<file path="src/rtl/note_player.sv">
// Note player: responder side of the new_note / note_done handshake.
// Latches a note, counts its duration down on beat ticks and runs the phase accumulator for the sine lookup.
module note_player #(
    parameter int NOTE_W  = 6,
    parameter int DUR_W   = 6,
    parameter int PHASE_W = 20
) (
    input  logic               clk,
    input  logic               reset,
    input  logic               play,
    input  logic               new_note,
    input  logic [NOTE_W-1:0]  note_in,
    input  logic [DUR_W-1:0]   duration_in,
    input  logic               beat,
    input  logic               sample_tick,
    input  logic [PHASE_W-1:0] step_in,
    output logic               note_done,
    output logic               note_active,
    output logic [NOTE_W-1:0]  note_out,
    output logic [PHASE_W-1:0] phase
);

    typedef enum logic [1:0] {
        IDLE    = 2'd0,
        PLAYING = 2'd1,
        DONE    = 2'd2
    } state_t;

    state_t             state_reg, state_next;
    logic [NOTE_W-1:0]  note_reg, note_next;
    logic [DUR_W-1:0]   count_reg, count_next;
    logic [PHASE_W-1:0] phase_reg, phase_next;
    logic               load;

    assign load = new_note & play;

    always_ff @(posedge clk or negedge reset) begin
        if (!reset) begin
            state_reg <= IDLE;
            note_reg  <= '0;
            count_reg <= '0;
            phase_reg <= '0;
        end else begin
            state_reg <= state_next;
            note_reg  <= note_next;
            count_reg <= count_next;
            phase_reg <= phase_next;
        end
    end

    always_comb begin
        state_next = state_reg;
        note_next  = note_reg;
        count_next = count_reg;
        phase_next = phase_reg;

        case (state_reg)
            IDLE: begin
                phase_next = '0;
                if (load) begin
                    state_next = PLAYING;
                    note_next  = note_in;
                    count_next = duration_in;
                end
            end

            PLAYING: begin
                if (!play) begin
                    state_next = IDLE;
                    count_next = '0;
                    phase_next = '0;
                end else if (new_note) begin
                    // Restart takes priority over any beat or expiry in the same cycle.
                    note_next  = note_in;
                    count_next = duration_in;
                    phase_next = '0;
                end else if (count_reg == '0) begin
                    state_next = DONE;
                    phase_next = '0;
                end else begin
                    if (beat) begin
                        count_next = count_reg - DUR_W'(1);
                        if (count_reg == DUR_W'(1)) begin
                            state_next = DONE;
                        end
                    end
                    if (state_next != PLAYING || note_reg == '0) begin
                        phase_next = '0;
                    end else if (sample_tick) begin
                        phase_next = phase_reg + step_in;
                    end
                end
            end

            DONE: begin
                // The done pulse is always emitted; a concurrent load goes straight back to playing.
                phase_next = '0;
                if (load) begin
                    state_next = PLAYING;
                    note_next  = note_in;
                    count_next = duration_in;
                end else begin
                    state_next = IDLE;
                end
            end

            default: begin
                state_next = IDLE;
                count_next = '0;
                phase_next = '0;
            end
        endcase
    end

    assign note_done   = (state_reg == DONE);
    assign note_active = (state_reg == PLAYING);
    assign note_out    = note_reg;
    assign phase       = phase_reg;

endmodule

</file>
<file path="config.mk">
export PLATFORM = sky130hd
export DESIGN_NAME = note_player
export DESIGN_NICKNAME = d
export VERILOG_FILES = /design/src/rtl/note_player.sv
export SDC_FILE = /design/constraint.sdc
export NUM_CORES = 1
export LEC_CHECK = 0
export CORE_ASPECT_RATIO = 1.4
export CORE_MARGIN = 3
export CORE_UTILIZATION = 55
export DETAILED_ROUTE_END_ITERATION = 12
export DONT_BUFFER_PORTS = 1
export PLACE_DENSITY = 0.75
export SLEW_MARGIN = 5
export SYNTH_ARGS = -nofsm -noshare
export SYNTH_HDL_FRONTEND = slang
export SYNTH_SLANG_ARGS = --single-unit
</file>
<file path="constraint.sdc">
create_clock -name clk -period 4.03 [get_ports clk]
set_input_delay 0.806 -clock clk [delete_from_list [all_inputs] [get_ports clk]]
set_output_delay 0.806 -clock clk [all_outputs]
set_load 0.02 [all_outputs]
</file>
After elaboration in Yosys (flattened, before gate mapping). Cells that the tools add are included.

Add/sub/neg operators: 2. Eq/ne operators: 12. Muxes and demuxes: 28. Bitwise logic cells: 1. Reduce and logical (&&, ||, !) cells: 9.

Operators by type and width (number): 2-to-1 mux 20 bit (6); 2-to-1 mux 6 bit (8); one-hot mux 6 bit (2 select lines) (2); adder 20 bit (1); 2-to-1 mux 2 bit (10); zero test 6 bit (2); != test 4 bit, second input constant (2); == test 6 x 1 -> 1 bit, second input constant (1); != test 2 bit, second input constant (3); != test 6 x 4 -> 1 bit, second input constant (1); one-hot mux 2 bit (3 select lines) (1); subtractor 6 x 1 -> 6 bit, second input constant (1); != test 2 x 1 -> 1 bit, second input constant (2); AND reduction 4 bit (1); != test 3 bit, second input constant (1); AND reduction 3 bit (1); == test 2 x 1 -> 1 bit, second input constant (1); == test 2 bit, second input constant (1); zero test 2 bit (1); AND reduction 2 bit (1); nonzero test 2 bit (1); OR reduction 2 bit (1); bitwise AND 1 bit (1); logical OR 1 bit (1); 2-to-1 mux 1 bit (1).

Register bits after elaboration: 34. Input port bits: 38. Output and inout port bits: 28. Logic and storage cells: 56.

Depth between registers and ports, before layout. Gate-level depths: netlist of the first run.

Word-level depth: 14. Depth in mapped cells: 9. Gate-level depth less buffers: 8.

Worst setup path before layout of the first run. No wires, ideal clock.

Path type: input port to flip-flop. From: in step_in[0]. To: reg phase_reg[12] (netlist: phase[12]). Setup time: 0.126 ns. Arrival time: 2.429 ns. Path slack: 1.475 ns. Stages: 8. Cells stage by stage: ha_1 fa_1 a21oi_1 o21ai_1 a21oi_2 o22ai_2 mux2i_1 a311o_1.

Cells in the longest elaborated chain, start to end: 7.

RTL lines: start, declared (line 16) `input logic [PHASE_W-1:0] step_in,`; adder 20 bit (line 90) `phase_next = phase_reg + step_in;`; 2-to-1 mux 20 bit (line 89) `end else if (sample_tick) begin`; 2-to-1 mux 20 bit (line 87) `if (state_next != PLAYING || note_reg == '0) begin`; 2-to-1 mux 20 bit (line 77) `end else if (count_reg == '0) begin`; 2-to-1 mux 20 bit (line 72) `end else if (new_note) begin`; 2-to-1 mux 20 bit (line 68) `if (!play) begin`; 2-to-1 mux 20 bit (line 57) `case (state_reg)`; end signal, assigned (line 47) `phase_reg <= phase_next;`; end, declared (line 32) `logic [PHASE_W-1:0] phase_reg, phase_next;`.

No other way between the ends. The select of a mux whose other input is x is not followed. A chain may end at the register's enable or synchronous reset.

Worst setup path after layout of the first run.
From: reg count_reg[0]. To: reg phase_reg[18] (netlist: phase[18]).

Cells in the longest elaborated chain, start to end: 14. Elaborated cells on any way between the ends: 16.

RTL lines: start, declared (line 31) `logic [DUR_W-1:0] count_reg, count_next;`; start signal, assigned (line 46) `count_reg <= count_next;`; == test 6 x 1 -> 1 bit (line 83) `if (count_reg == DUR_W'(1)) begin`; 2-to-1 mux 2 bit (line 83); 2-to-1 mux 2 bit (line 81) `if (beat) begin`; 2-to-1 mux 2 bit (line 77); 2-to-1 mux 2 bit (line 72); 2-to-1 mux 2 bit (line 68); 2-to-1 mux 2 bit (line 57); != test 2 x 1 -> 1 bit (line 87); logical OR 1 bit (line 87); 2-to-1 mux 20 bit (line 87); 2-to-1 mux 20 bit (line 77); 2-to-1 mux 20 bit (line 72); 2-to-1 mux 20 bit (line 68); 2-to-1 mux 20 bit (line 57).

Several ways; a longest one is shown, not always the timed one. The select of a mux whose other input is x is not followed.

==> results of run 1 <==
-- cell families after synthesis --
group,after synthesis
AND/OR/NAND/NOR,119
buffers and inverters,29
multiplexers,18
flip-flops,34
adder cells (fa/ha/maj),23
XOR/XNOR,6
AO/OA/AOI/OAI,90
-- final cells by class --
cell class / count / share of cell area
clock buffers: 7 / 0.0304
inverters: 13 / 0.0172
well taps: 62 / 0.0273
clock inverters: 1 / 0.00176
multi-input cells: 256 / 0.623
flip-flops and latches: 34 / 0.300
-- worst register-to-register path: stages, from the launching register on --
cell,delay (ns)
sky130_fd_sc_hd__dfrtp_1,0.37
sky130_fd_sc_hd__inv_1,0.09
sky130_fd_sc_hd__ha_1,0.22
sky130_fd_sc_hd__a21o_1,0.18
sky130_fd_sc_hd__a21oi_2,0.18
sky130_fd_sc_hd__nand3_1,0.69
sky130_fd_sc_hd__a2111oi_0,0.62
sky130_fd_sc_hd__mux2i_1,0.12
sky130_fd_sc_hd__nand2_1,0.08
-- Yosys cell counts, types with 5 or more instances --
cell                        n  area [sq um]
sky130_fd_sc_hd__a21oi_1   18          90.1
sky130_fd_sc_hd__buf_2     10          50.1
sky130_fd_sc_hd__o21ai_0   14          70.1
sky130_fd_sc_hd__mux2_2     7          78.8
sky130_fd_sc_hd__clkbuf_1   5          18.8
sky130_fd_sc_hd__mux2i_1   11           110
sky130_fd_sc_hd__a21o_1     7          52.6
sky130_fd_sc_hd__nor2b_1    5          31.3
sky130_fd_sc_hd__dfrtp_1   34           851
sky130_fd_sc_hd__nand2_1   26          97.6
sky130_fd_sc_hd__inv_1     12          45.0
sky130_fd_sc_hd__nand4_1   11          68.8
sky130_fd_sc_hd__nor2_1    17          63.8
sky130_fd_sc_hd__nor3_1     9          45.0
sky130_fd_sc_hd__ha_1      22           275
sky130_fd_sc_hd__or3_1      6          37.5
sky130_fd_sc_hd__o211ai_1   7          52.6
sky130_fd_sc_hd__o21ai_1    5          25.0
sky130_fd_sc_hd__a31oi_1    5          31.3
sky130_fd_sc_hd__nand3_1   22           110
-- through the flow --
stage	cell area, sq um	total power [mW]	std cells
6_report	2840	0.877	373
5_1_grt	2840	0.927	373
4_1_cts	2840	0.885	373
3_5_place_dp	2750	0.614	365
3_3_place_gp	2750	0.610	365
2_1_floorplan	2750	0.581	319
-- final timing paths --
kind / startpoint / end / slack, ns / depth (start not counted)
min: reset / phase[10] / 0.20 / 0
min in group clk: count_reg[1] / count_reg[1] / 0.59 / 2
max in group asynchronous: reset / phase[2] / 3.74 / 0
min reg2reg: count_reg[1] / count_reg[1] / 0.59 / 2
max: count_reg[0] / phase[18] / 1.42 / 8
max reg2reg: count_reg[0] / phase[18] / 1.42 / 8
-- report_power, final --
part,internal (mW),switching [mW]
Clock,0.138,0.131
Combinational,0.0777,0.110
Sequential,0.370,0.0500
-- per-layer routing --
layer  global-route usage  wire [um]
met1                0.256       2570
met5                    0          0
met3               0.0511        445
met4               0.0868        140
met2                0.415       3360
==> results list, run 1 <==
- The wire-length estimate of the detail-placed layout is between 4 and 5 mm.
* Worst path top cell family by delay: compound AO/OA/AOI/OAI gates
- Cell at the slowest stage of the critical path: sky130_fd_sc_hd__nand3_1
* Area of the placeable core: between 4000 and 5000 sq um
- The initial utilization of the core area, before any placement, comes to 0.587.
* Initial antenna violation count: 0
- The final-report hold violation count is 0.
* Final Hold Slack: just over 0.2 ns
- Of the post-synthesis cell area, the part taken by muxes is 0.0687.
- Maximum buffer depth of the clock tree: 2
- The share of the synthesized area in compound gates (AO/OA/AOI/OAI) was 0.218.
* Layout cells sized above 1: 0.0836
- The worst setup path is launched from a register.
* Area delta synth->final: 3.23%
* Number of flops mapped to enable cells by yosys: 0
- The number of global-route vias before repair was 2303.
- Using the TritonRoute via totals, the vias-per-cell ratio works out to around 6.5.
* Port bufs: 0
- Commonest cells after routing, fill and taps aside: sky130_fd_sc_hd__dfrtp_1, sky130_fd_sc_hd__nand2_1, sky130_fd_sc_hd__nand3_1, sky130_fd_sc_hd__ha_1, sky130_fd_sc_hd__a21oi_1
- Async set-reset flop share out of synthesis: 1.00
- The final number of max-transition violations was 0.
* Critical path class: reg2reg
* Synthesized area: about 2700 sq um
- Setup repair after global routing left no endpoint under its margin.
- Entering global routing, the biggest net connects 35 pins.
- In the final layout, the multi-input gates occupy approximately 1800 sq um.
- Most instantiated flip-flop cell in the synthesis netlist: sky130_fd_sc_hd__dfrtp_1
* Slowest Stage Delay on Critical Path: 0.69 ns
- Across the routed clock network, the largest skew measured is 0.00661 ns.
* Post-placement worst setup slack: 1.28 ns
- The filler cells instantiated in the layout total around 400.
* Worst ir drop on vdd: about 250 uV
- Leading cell type in the layout, fill and taps excluded: sky130_fd_sc_hd__dfrtp_1
* Placement row count: 29
- Clock Root Buffer: sky130_fd_sc_hd__clkbuf_8
* Number of clock buffers inserted by TritonCTS: 5
- Clock network latency to the later pin of the worst-skew pair: approximately 0.29 ns
- Dividing total power by cell area gives a power density of just over 300 nW/um^2.
- Clock-pin slew was measured on the worst setup and hold paths at 0.07 ns.
- Number of warnings printed during yosys synthesis: 0
- The register with the most flip-flops in the layout has 20 of them.
- The congestion estimate from routability-driven global placement came to ~0.95.
- Die Span X: approximately 66 um
- Library cells used by synthesis: 54
- TritonCTS built the clock tree.
* DIE AREA: a little under 6000 sq um
- The analysis attributes to cell leakage a power of 1.22 nW.
* Critical path capture point type: register
- Net count after synthesis: 380
- Dividing the detail-routed wire length by the instance count gives approximately 17 um.
- Util after Layout: 0.606
- For this block, the routed nets add up to approximately 6.5 mm of wire.
- HP Class: in2async
- Across all setup checks in the final design, the least slack found is about 1.4 ns.
* Post-Synth Simple-Gate Area: 0.231
- Of the total synthesized cell area, the portion taken by XOR and XNOR cells is 0.0191.
* Number of primary I/O pins: 66
- For this design, the sink count on the clock tree is 34.
- After the last flow step, the layout net total stands at approximately 370.
- Remaining number of nets flagged by the antenna check after routing: 0
- Setup violations remaining at the end of the flow were counted as 0.
- Global routing finished with a remaining overflow of 0.
- Per-instance average area after synthesis: between 8 and 9 sq um
- Fmax: roughly 380 MHz
- Total negative slack: 0 ns
- In this run the vertical extent of the chip is between 80 and 90 um.
* Count of buffers added by post-CTS timing repair for setup: 0
- After clock tree synthesis, the repair step resized 0 gates.
* Critical path fanouts, max: 24
- The routed layout has between 2000 and 2500 vias.
- The sequential cells in the finished layout cover a total of approximately 850 sq um.
- Final Cycle Share: 0.649
- The first detailed-routing pass took 4 iterations.
* Post-route DRC violation count: 0
- Starting DRC count in detailed routing: roughly 220
* Post-Synth Adder-Cell Area: 0.107
- Counting both buffers and inverters, the worst setup path holds a total of 1.
- The first global-routing pass estimated 10.5 mm of wire.
- By area, the combinational part of the netlist is dominated by simple AND/OR/NAND/NOR gates.
- Final worst path period need: between 2 and 3 ns
- The H-tree generated during clock tree synthesis spans 2 levels.
- For the worst setup path, the data arrival time is about 2.8 ns.
- Required time reported for the critical path endpoint: between 4 and 5 ns
* Number of hold buffers added after cts: 0
- Measured slew at the worst slew-check pin: around 0.98 ns
* Seq cells post-synth: 34
* Run status: finished, final reports clean
- The repair_antennas step left the layout with diodes totalling 0.
- Max transition margin: 0.347
- Overall global routing resource usage: 0.228
* Worst-path cell chain: inv_1 > ha_1 > a21o_1 > a21oi_2 > nand3_1 > a2111oi_0 > mux2i_1 > nand2_1
* Max-cap viol count: 0
* Number of instances in the synthesized netlist: about 320
- Sequential element share of the synthesized area: 0.310
(Power assumes the default switching activity.)
==> run 2, diff against run 1 <==
==> constraint.sdc (replaced) <==
create_clock -name clk -period 2.75 [get_ports clk]
set_input_delay 0.55 -clock clk [delete_from_list [all_inputs] [get_ports clk]]
set_output_delay 0.55 -clock clk [all_outputs]
set_load 0.02 [all_outputs]
==> run 2 against run 1 <==
Net effect: clock power grew 67%; sequential share of layout area down 0.48 points; sequential cell count unchanged.
==> results list, run 2 (same netlist as run 1, synthesis figures left out) <==
* Run status: finished, final reports clean
- At the pin with the least slew margin, the transition time is ~0.63 ns.
- Share of total power in sequential cells: 0.454
- Max FFs per register: 20
* P_leak: around 1.2 nW
- Initial DRT Pass Iterations: 4
- Buffers placed on the I/O ports in this run total 0.
- The worst setup path is launched from a register.
- Entering global routing, the biggest net connects 35 pins.
- Of the total power, the share spent switching nets is 0.326.
* Total negative slack: 0 ns
- Starting DRC count in detailed routing: 221
* Remaining number of nets flagged by the antenna check after routing: 0
- Clock Sink Count: 34
* Placement row count: 29
* Final antenna diode count: 0
* Die Span X: between 60 and 70 um
- Setup repair after global routing left no endpoint under its margin.
- For this design the ratio of total power to cell area is 470 nW/um^2.
- Overall global routing resource usage: 0.229
- Net count, final: ~370
- Required time reported for the critical path endpoint: 2.93 ns
- Final Cycle Share: 0.889
- Summing all placed instances gives a cell area of 2750 sq um.
- Max transition margin: 0.578
- CP arrival: roughly 2.6 ns
* Worst ir drop on vdd: between 300 and 400 uV
* Number of primary I/O pins: 66
- Switching power: between 400 and 500 uW
- Once the clock tree was built, the resizer swapped 0 gates to a different size.
* Post-route cell area: ~2900 sq um
* Worst setup path startpoint: phase[0]
* Commonest cells after routing, fill and taps aside: sky130_fd_sc_hd__dfrtp_1, sky130_fd_sc_hd__nand2_1, sky130_fd_sc_hd__nand3_1, sky130_fd_sc_hd__ha_1, sky130_fd_sc_hd__a21oi_1
- Cell internal power was estimated by the tool at 914 uW.
* Area delta synth->final: 4.92%
* Combinational power share: 0.214
* Global-route wire length before repair: 10.5 mm
- DIE AREA: 5890 sq um
- Summed over all nets, the half-perimeter wirelength after detailed placement is between 4 and 5 mm.
* Final setup violation count: 0
* H-Tree Depth: 2
- Fmax: around 410 MHz
* Clock network latency to the later pin of the worst-skew pair: around 0.29 ns
- In this run the vertical extent of the chip is between 80 and 90 um.
* Max-cap viol count: 0
- Dividing the detail-routed wire length by the instance count gives about 18 um.
- Area of the placeable core: between 4000 and 5000 sq um
- The number of global-route vias before repair was ~2300.
* Post-route DRC violation count: 0
- The final-report hold violation count was 0.
- Routed vias/inst: approximately 6.4
- Maximum buffer depth of the clock tree: 2
- The worst hold path belongs to the class in2async.
- Leaving out fill and tap cells, the most frequent cell in the layout is sky130_fd_sc_hd__dfrtp_1.
- After clock tree synthesis, the clock-pin slew on the worst setup and hold paths is around 0.08 ns.
* Weighted congestion reported at the end of routability-driven placement: about 0.95
- The worst setup path is of the reg2reg kind.
* TritonCTS clock tree: done
- Final worst clock skew: about 0.0064 ns
- Initial antenna violation count: 0
* Layout cells sized above 1: 0.0927
- Along the worst path, the maximum fanout reaches 6.
- The multi-input combinational cells in the finished layout cover a total of between 1500 and 2000 sq um.
- Critical path capture point type: register
- The total overflow left after global routing is 0.
- Clock Root Buffer: sky130_fd_sc_hd__clkbuf_8
* Final worst path period need: 2.44 ns
* Total wire length: ~6.6 mm
- Final slew viol count: 0
- Number of inserted filler cells in the final layout: around 410
- Summing over every cut layer, the via total after detailed routing is around 2400.
- The number of clock buffers added by TritonCTS is 5.
- Registers take roughly 850 sq um.
- The initial utilization of the core area, before any placement, comes to 0.587.
* Worst reg2reg path startpoint: phase[0]
* Fraction of power consumed by the clock network: 0.332
## run 2: cell types whose count changed in the layout (fill, tap and decap cells not counted), sizes merged
cell / delta
clkbuf: +1
buf: +2
clkinv: -1
## run 2: worst paths after layout
path	endpoint	slack, ns	depth (start not counted)
worst min-delay path	phase[13]	0.09	1
min in group clk	phase[2]	0.37	1
worst max register to register	phase[12]	0.31	8
worst min register to register	count_reg[1]	0.61	2
max in group asynchronous	count_reg[4]	2.48	1
worst max-delay path	phase[12]	0.31	8
## run 2: power by group through the flow
stage	Clock (mW)	Combinational, mW	Sequential (mW)
after detailed placement	0	0.276	0.626
final	0.450	0.291	0.616
after global routing	0.481	0.328	0.622
after CTS	0.459	0.291	0.616
after global placement	0	0.270	0.625
after floorplan	0	0.237	0.615
## run 2: stage by stage
step                      utilization  worst slack (ns)  hold slack, ns  total power, mW  instances
after detailed placement        0.588             0.284           0.255            0.902        366
after CTS                       0.616             0.314          0.0942             1.37        375
after global routing            0.616             0.113          0.0931             1.43        375
after global placement          0.588             0.299           0.256            0.895        366
after floorplan                     -             0.451           0.254            0.852        319
final                           0.616             0.305          0.0877             1.36        375
## run 2: area by class of cell
type                       count  share of cell area
clock buffer                   8              0.0382
inverter                      13              0.0169
multi-input combinational    256               0.613
sequential                    34               0.295
tap                           62              0.0269
timing repair buffer           2             0.00954
## run 2: worst max-delay path: stages, from the launching register on
cell and delay, ns:
sky130_fd_sc_hd__dfrtp_1 0.48, sky130_fd_sc_hd__ha_1 0.25, sky130_fd_sc_hd__fa_1 0.41, sky130_fd_sc_hd__a21oi_1 0.19
sky130_fd_sc_hd__o21ai_1 0.13, sky130_fd_sc_hd__a21oi_2 0.33, sky130_fd_sc_hd__o22ai_2 0.11, sky130_fd_sc_hd__mux2i_1 0.13
sky130_fd_sc_hd__a311o_1 0.31
## run 2: what timing repair did
| item | CTS | global route |
|---|---|---|
| hold endpoints to repair | 34 | 0 |
| hold buffers | 1 | 0 |
| setup endpoints to repair | 0 | 0 |
| setup buffers | 0 | 0 |
## run 2: per-layer routing
metal  share of wire  track usage  vias to the layer above  wire length [um]
met2            0.51        0.401                       79              3350
met5               0            0                        -                 0
met1            0.42        0.274                     1120              2740
li1                -            -                     1186                 -
met4           0.022       0.0849                        0               148
met3           0.055       0.0486                       14               360
==> run 3, diff against run 2 <==
--- a/config.mk
+++ b/config.mk
@@ -5,6 +5,7 @@
 export SDC_FILE = /design/constraint.sdc
 export NUM_CORES = 1
 export LEC_CHECK = 0
+export ABC_CLOCK_PERIOD_IN_PS = 2750
 export CORE_ASPECT_RATIO = 1.4
 export CORE_MARGIN = 3
 export CORE_UTILIZATION = 55
==> results of run 3 <==
The final DEF is identical to that of run 2; final timing and power are the same.
